==> src/rtl/cpu_pkg.sv <==
// Shared RV32I control types: ALU operation encoding, opcode constants and
// the multi-cycle controller state encoding.
package cpu_pkg;

  typedef enum logic [2:0] {
    AluAdd = 3'd0,
    AluSub = 3'd1,
    AluAnd = 3'd2,
    AluOr  = 3'd3,
    AluXor = 3'd4,
    AluSll = 3'd5,
    AluSrl = 3'd6,
    AluSlt = 3'd7
  } alu_op_t;

  localparam logic [6:0] OP_R   = 7'b0110011;
  localparam logic [6:0] OP_IMM = 7'b0010011;

  typedef enum logic [2:0] {
    StFetch     = 3'd0,
    StDecode    = 3'd1,
    StExecute   = 3'd2,
    StWriteback = 3'd3,
    StHalt      = 3'd4
  } ctrl_state_t;

endpackage

==> src/rtl/alu_decoder.sv <==
// Combinational decode of an RV32I R-type / I-type ALU instruction into ALU
// operation, immediate select and an illegal-encoding flag.
module alu_decoder
  import cpu_pkg::*;
(
  input  logic [31:0] ir_i,
  output alu_op_t     alu_op_o,
  output logic        use_imm_o,
  output logic        illegal_o
);

  logic [6:0] opcode;
  logic [6:0] funct7;
  logic [2:0] funct3;
  logic       f7_zero;
  logic       is_shift;
  alu_op_t    f3_op;

  assign opcode   = ir_i[6:0];
  assign funct3   = ir_i[14:12];
  assign funct7   = ir_i[31:25];
  assign f7_zero  = (funct7 == 7'b0000000);
  assign is_shift = (funct3 == 3'b001) || (funct3 == 3'b101);

  always_comb begin
    f3_op = AluAdd;
    unique case (funct3)
      3'b000:  f3_op = AluAdd;
      3'b001:  f3_op = AluSll;
      3'b010:  f3_op = AluSlt;
      3'b011:  f3_op = AluAdd;
      3'b100:  f3_op = AluXor;
      3'b101:  f3_op = AluSrl;
      3'b110:  f3_op = AluOr;
      3'b111:  f3_op = AluAnd;
      default: f3_op = AluAdd;
    endcase
  end

  always_comb begin
    alu_op_o  = AluAdd;
    use_imm_o = 1'b0;
    illegal_o = 1'b0;
    unique case (opcode)
      OP_R: begin
        // Only SUB may carry a non-zero funct7; SRA and the rest are rejected.
        illegal_o = (funct3 == 3'b011) ||
                    !(f7_zero || (funct3 == 3'b000 && funct7 == 7'b0100000));
        alu_op_o  = (funct3 == 3'b000 && funct7 == 7'b0100000) ? AluSub : f3_op;
      end
      OP_IMM: begin
        use_imm_o = 1'b1;
        illegal_o = (funct3 == 3'b011) || (is_shift && !f7_zero);
        alu_op_o  = f3_op;
      end
      default: illegal_o = 1'b1;
    endcase
  end

endmodule

==> src/rtl/rv32_multicycle_ctrl.sv <==
// Multi-cycle RV32I control FSM: fetch (ready handshake), decode, execute,
// writeback, with a sticky halt on illegal encodings or external request.
module rv32_multicycle_ctrl
  import cpu_pkg::*;
(
  input  logic        clk,
  input  logic        reset,
  input  logic        imem_ready,
  input  logic [31:0] instruction,
  input  logic        halt_req,
  output logic        imem_req,
  output logic        ir_write,
  output alu_op_t     alu_op,
  output logic        use_imm,
  output logic        reg_write,
  output logic        pc_write,
  output logic        halted,
  output logic        illegal_instr,
  output logic [31:0] retired_count
);

  ctrl_state_t state_q, state_d;
  logic [31:0] ir_q;
  alu_op_t     alu_op_q;
  logic        use_imm_q, reg_write_q, pc_write_q, halted_q, illegal_q;
  logic [31:0] retired_q;

  alu_op_t     dec_op;
  logic        dec_imm, dec_illegal;

  alu_decoder u_alu_decoder (
    .ir_i      (ir_q),
    .alu_op_o  (dec_op),
    .use_imm_o (dec_imm),
    .illegal_o (dec_illegal)
  );

  assign imem_req = (state_q == StFetch) && !reset;
  assign ir_write = imem_req && imem_ready;

  always_comb begin
    state_d = state_q;
    unique case (state_q)
      StFetch:     if (imem_ready) state_d = StDecode;
      StDecode:    state_d = dec_illegal ? StHalt : StExecute;
      StExecute:   state_d = StWriteback;
      StWriteback: state_d = halt_req ? StHalt : StFetch;
      StHalt:      state_d = StHalt;
      default:     state_d = StHalt;
    endcase
  end

  always_ff @(posedge clk) begin
    if (reset) begin
      state_q     <= StFetch;
      ir_q        <= '0;
      alu_op_q    <= AluAdd;
      use_imm_q   <= 1'b0;
      reg_write_q <= 1'b0;
      pc_write_q  <= 1'b0;
      halted_q    <= 1'b0;
      illegal_q   <= 1'b0;
      retired_q   <= '0;
    end else begin
      state_q     <= state_d;
      reg_write_q <= 1'b0;
      pc_write_q  <= 1'b0;
      if (ir_write) ir_q <= instruction;
      if (state_q == StDecode && !dec_illegal) begin
        alu_op_q  <= dec_op;
        use_imm_q <= dec_imm;
      end
      if (state_q == StDecode && dec_illegal) illegal_q <= 1'b1;
      // Writeback strobes and the retire count are registered on entry to
      // WRITEBACK so they are visible for exactly that cycle.
      if (state_q == StExecute) begin
        reg_write_q <= (ir_q[11:7] != 5'd0);
        pc_write_q  <= 1'b1;
        retired_q   <= retired_q + 32'd1;
      end
      if (state_d == StHalt) halted_q <= 1'b1;
    end
  end

  assign alu_op        = alu_op_q;
  assign use_imm       = use_imm_q;
  assign reg_write     = reg_write_q;
  assign pc_write      = pc_write_q;
  assign halted        = halted_q;
  assign illegal_instr = illegal_q;
  assign retired_count = retired_q;

endmodule
==> config.mk <==
export PLATFORM = sky130hd
export DESIGN_NAME = rv32_multicycle_ctrl
export DESIGN_NICKNAME = d
export VERILOG_FILES = /design/src/rtl/cpu_pkg.sv /design/src/rtl/alu_decoder.sv /design/src/rtl/rv32_multicycle_ctrl.sv
export SDC_FILE = /design/constraint.sdc
export NUM_CORES = 1
export LEC_CHECK = 0
export ABC_AREA = 1
export ABC_CLOCK_PERIOD_IN_PS = 1930
export CAP_MARGIN = 10
export CORE_ASPECT_RATIO = 0.75
export CORE_UTILIZATION = 45
export DETAILED_ROUTE_END_ITERATION = 16
export GPL_TIMING_DRIVEN = 0
export PLACE_DENSITY_LB_ADDON = 0.1
export SLEW_MARGIN = 20
export SYNTH_ARGS = -nofsm -noshare
export SYNTH_HDL_FRONTEND = slang
export SYNTH_HIERARCHICAL = 1
export SYNTH_SLANG_ARGS = --single-unit
==> constraint.sdc <==
create_clock -name clk -period 1.93 [get_ports clk]
set_input_delay 0.4825 -clock clk [delete_from_list [all_inputs] [get_ports clk]]
set_output_delay 0.4825 -clock clk [all_outputs]
set_load 0.005 [all_outputs]
==> results.toml <==
[status]
status = "finished, final reports clean"

[global_routing]
grt_pass1_vias = 2910
grtUsageTotal_pct = 24.3
grt_overflow = 0
grt_max_degree = 11
antenna_found_initial = 0
grt_pass1_wl_microns = 13900

[sta]
fin_crit_sh_pct = 96.1
fmax_mhz = 539
worst_slew_pin_slew_ps = 628
hold_ws_ps = 447
rsz0062_at_grt = "true"
slew_viol_final = 0
setup_viol = 0
max_slew_margin_pct = 58.1
min_period_ps = 1850
clock_skew_ps = 7.10
hold_viol = 0

[cells_and_area]
layout.nets = 604
area_delta_synth_final_pct = 32.4
final_common_cell = "nand2_1"
mostFrequentLayoutCells = "nand2_1, nor2_1, dfxtp_1"
layout-drive-gt1-share_pct = 9.51
antennaDiodeCount = 0

[clock_network]
hold_buffers = 0
path_clk_slew_ps = 70
cts_sinks = 65
clk_path_buf_depth = 2
clock_latency_ps = 340
cts_tree = "yes"
htree_num_levels = 3
cts_buffers = 9
cts.root.buffer_cell = "clkbuf_8"

[place]
port_buffers = 67
gp_congestion = 0.871
dp_hpwl_microns = 6360

[floorplan]
fp-row-count = 26
die_height_microns = 75.5
coreArea_sq_um = 6900
die_w_microns = 100
pin_count = 78
start_util_pct = 47.0
dieArea_sq_um = 7550

[drt]
drtAntennaViolNets = 0
wirelength_microns = 8520
drc = 0
wl_per_cell_microns = 12.8
vias = 3274
drtPass1Iterations = 5
first_iter_violations = 172
via_per_inst = 4.92

[critical_path]
path_class = "in -> out"
end_kind = "primary output"
path_max_fanout = 10
cp.buffers_inverters = 3
worstPathRequired_ps = 1450
path_delay_family = "buffers and inverters"
worstPathArrival_ps = 1370
path_cells = "dlygate4sd2_1 > clkbuf_8 > nor4_2 > dlygate4sd2_1"
cp_common_cell = "dlygate4sd2_1"
startpoint_type = "input pin"
crit_slowest_cell = "dlygate4sd2_1"
slowest_delay_ps = 290

[worst_hold_path]
hold_path.class = "reg -> reg"

[synth]
synth_area_per_cell_sq_um = 6.74
synth_cells = 481
syn-cell-area_sq_um = 3240
syn-num-nets = 522
synth_warnings = 6

[pwr]
power_density_nw_per_um2 = 679
p_leak_nw = 1.65
power_w = 0.00292
peakVddDrop_mv = 0.543

[run]
maxCapViolCount = 0
==> sequential cells by signal, summed over array words and instances (netlist names) <==
name,cells
retired_count,32
ir_q,22
alu_op,3
state_q,3
halted,1
illegal_instr,1
pc_write,1
reg_write,1
use_imm,1
==> worst min-delay path, stage by stage, from the launching register on <==
cell,delay [ps]
dfxtp_1,310
inv_1,50
a21oi_1,50
==> layer usage <==
| metal | share of wire, % | GRT usage [%] | up-vias |
|---|---|---|---|
| met5 | 0 | 0 | - |
| met4 | 0.86 | 4.99 | 0 |
| met3 | 8.4 | 6.88 | 9 |
| met2 | 41 | 36.6 | 124 |
| met1 | 50 | 34.9 | 1450 |
| li1 | - | - | 1691 |
==> cell type report <==
type / instances / area (sq um)
clock inverter: 3 / 65.1
clock buffer: 13 / 139
sequential: 65 / 1300
timing repair buffer: 71 / 696
fill: 669 / 2600
buffer: 12 / 85.1
inverter: 67 / 251
tap: 98 / 123
multi-input combinational: 337 / 1630
==> path summary, 6_finish.rpt <==
path	start	end	slack, ps	depth (start not counted)
worst min register to register	alu_op[0]	alu_op[0]	450	2
worst max register to register	ir_q[12]	alu_op[1]	130	10
worst min-delay path	alu_op[0]	alu_op[0]	450	2
worst max-delay path	reset	imem_req	80	4
==> what timing repair did <==
| action | 4_1_cts | 5_1_grt |
|---|---|---|
| gates resized for setup | 11 | 2 |
| setup buffers | 0 | 4 |
| setup endpoints to repair | 13 | 5 |
| pin swaps | 2 | 3 |
==> power breakdown <==
group	switching [W]	total (W)	internal, W
registers	0.0000306	0.00141	0.00138
logic	0.000134	0.000262	0.000128
clock network	0.000517	0.00125	0.000728
total	0.000682	0.00292	0.00223
==> through the flow <==
step | TNS [ps] | std cells | util (%) | worst slack, ps | instance area, sq um
after floorplan | 0 | 481 | - | 371 | 3240
after global placement | -12610 | 646 | 58.5 | -745 | 4040
after detailed placement | -12300 | 646 | 58.5 | -711 | 4040
after CTS | 0 | 662 | 61.8 | 2.36 | 4270
after global routing | 0 | 666 | 62.3 | 3.74 | 4300
final | 0 | 666 | 62.3 | 75.8 | 4300
(Power assumes the default switching activity.)
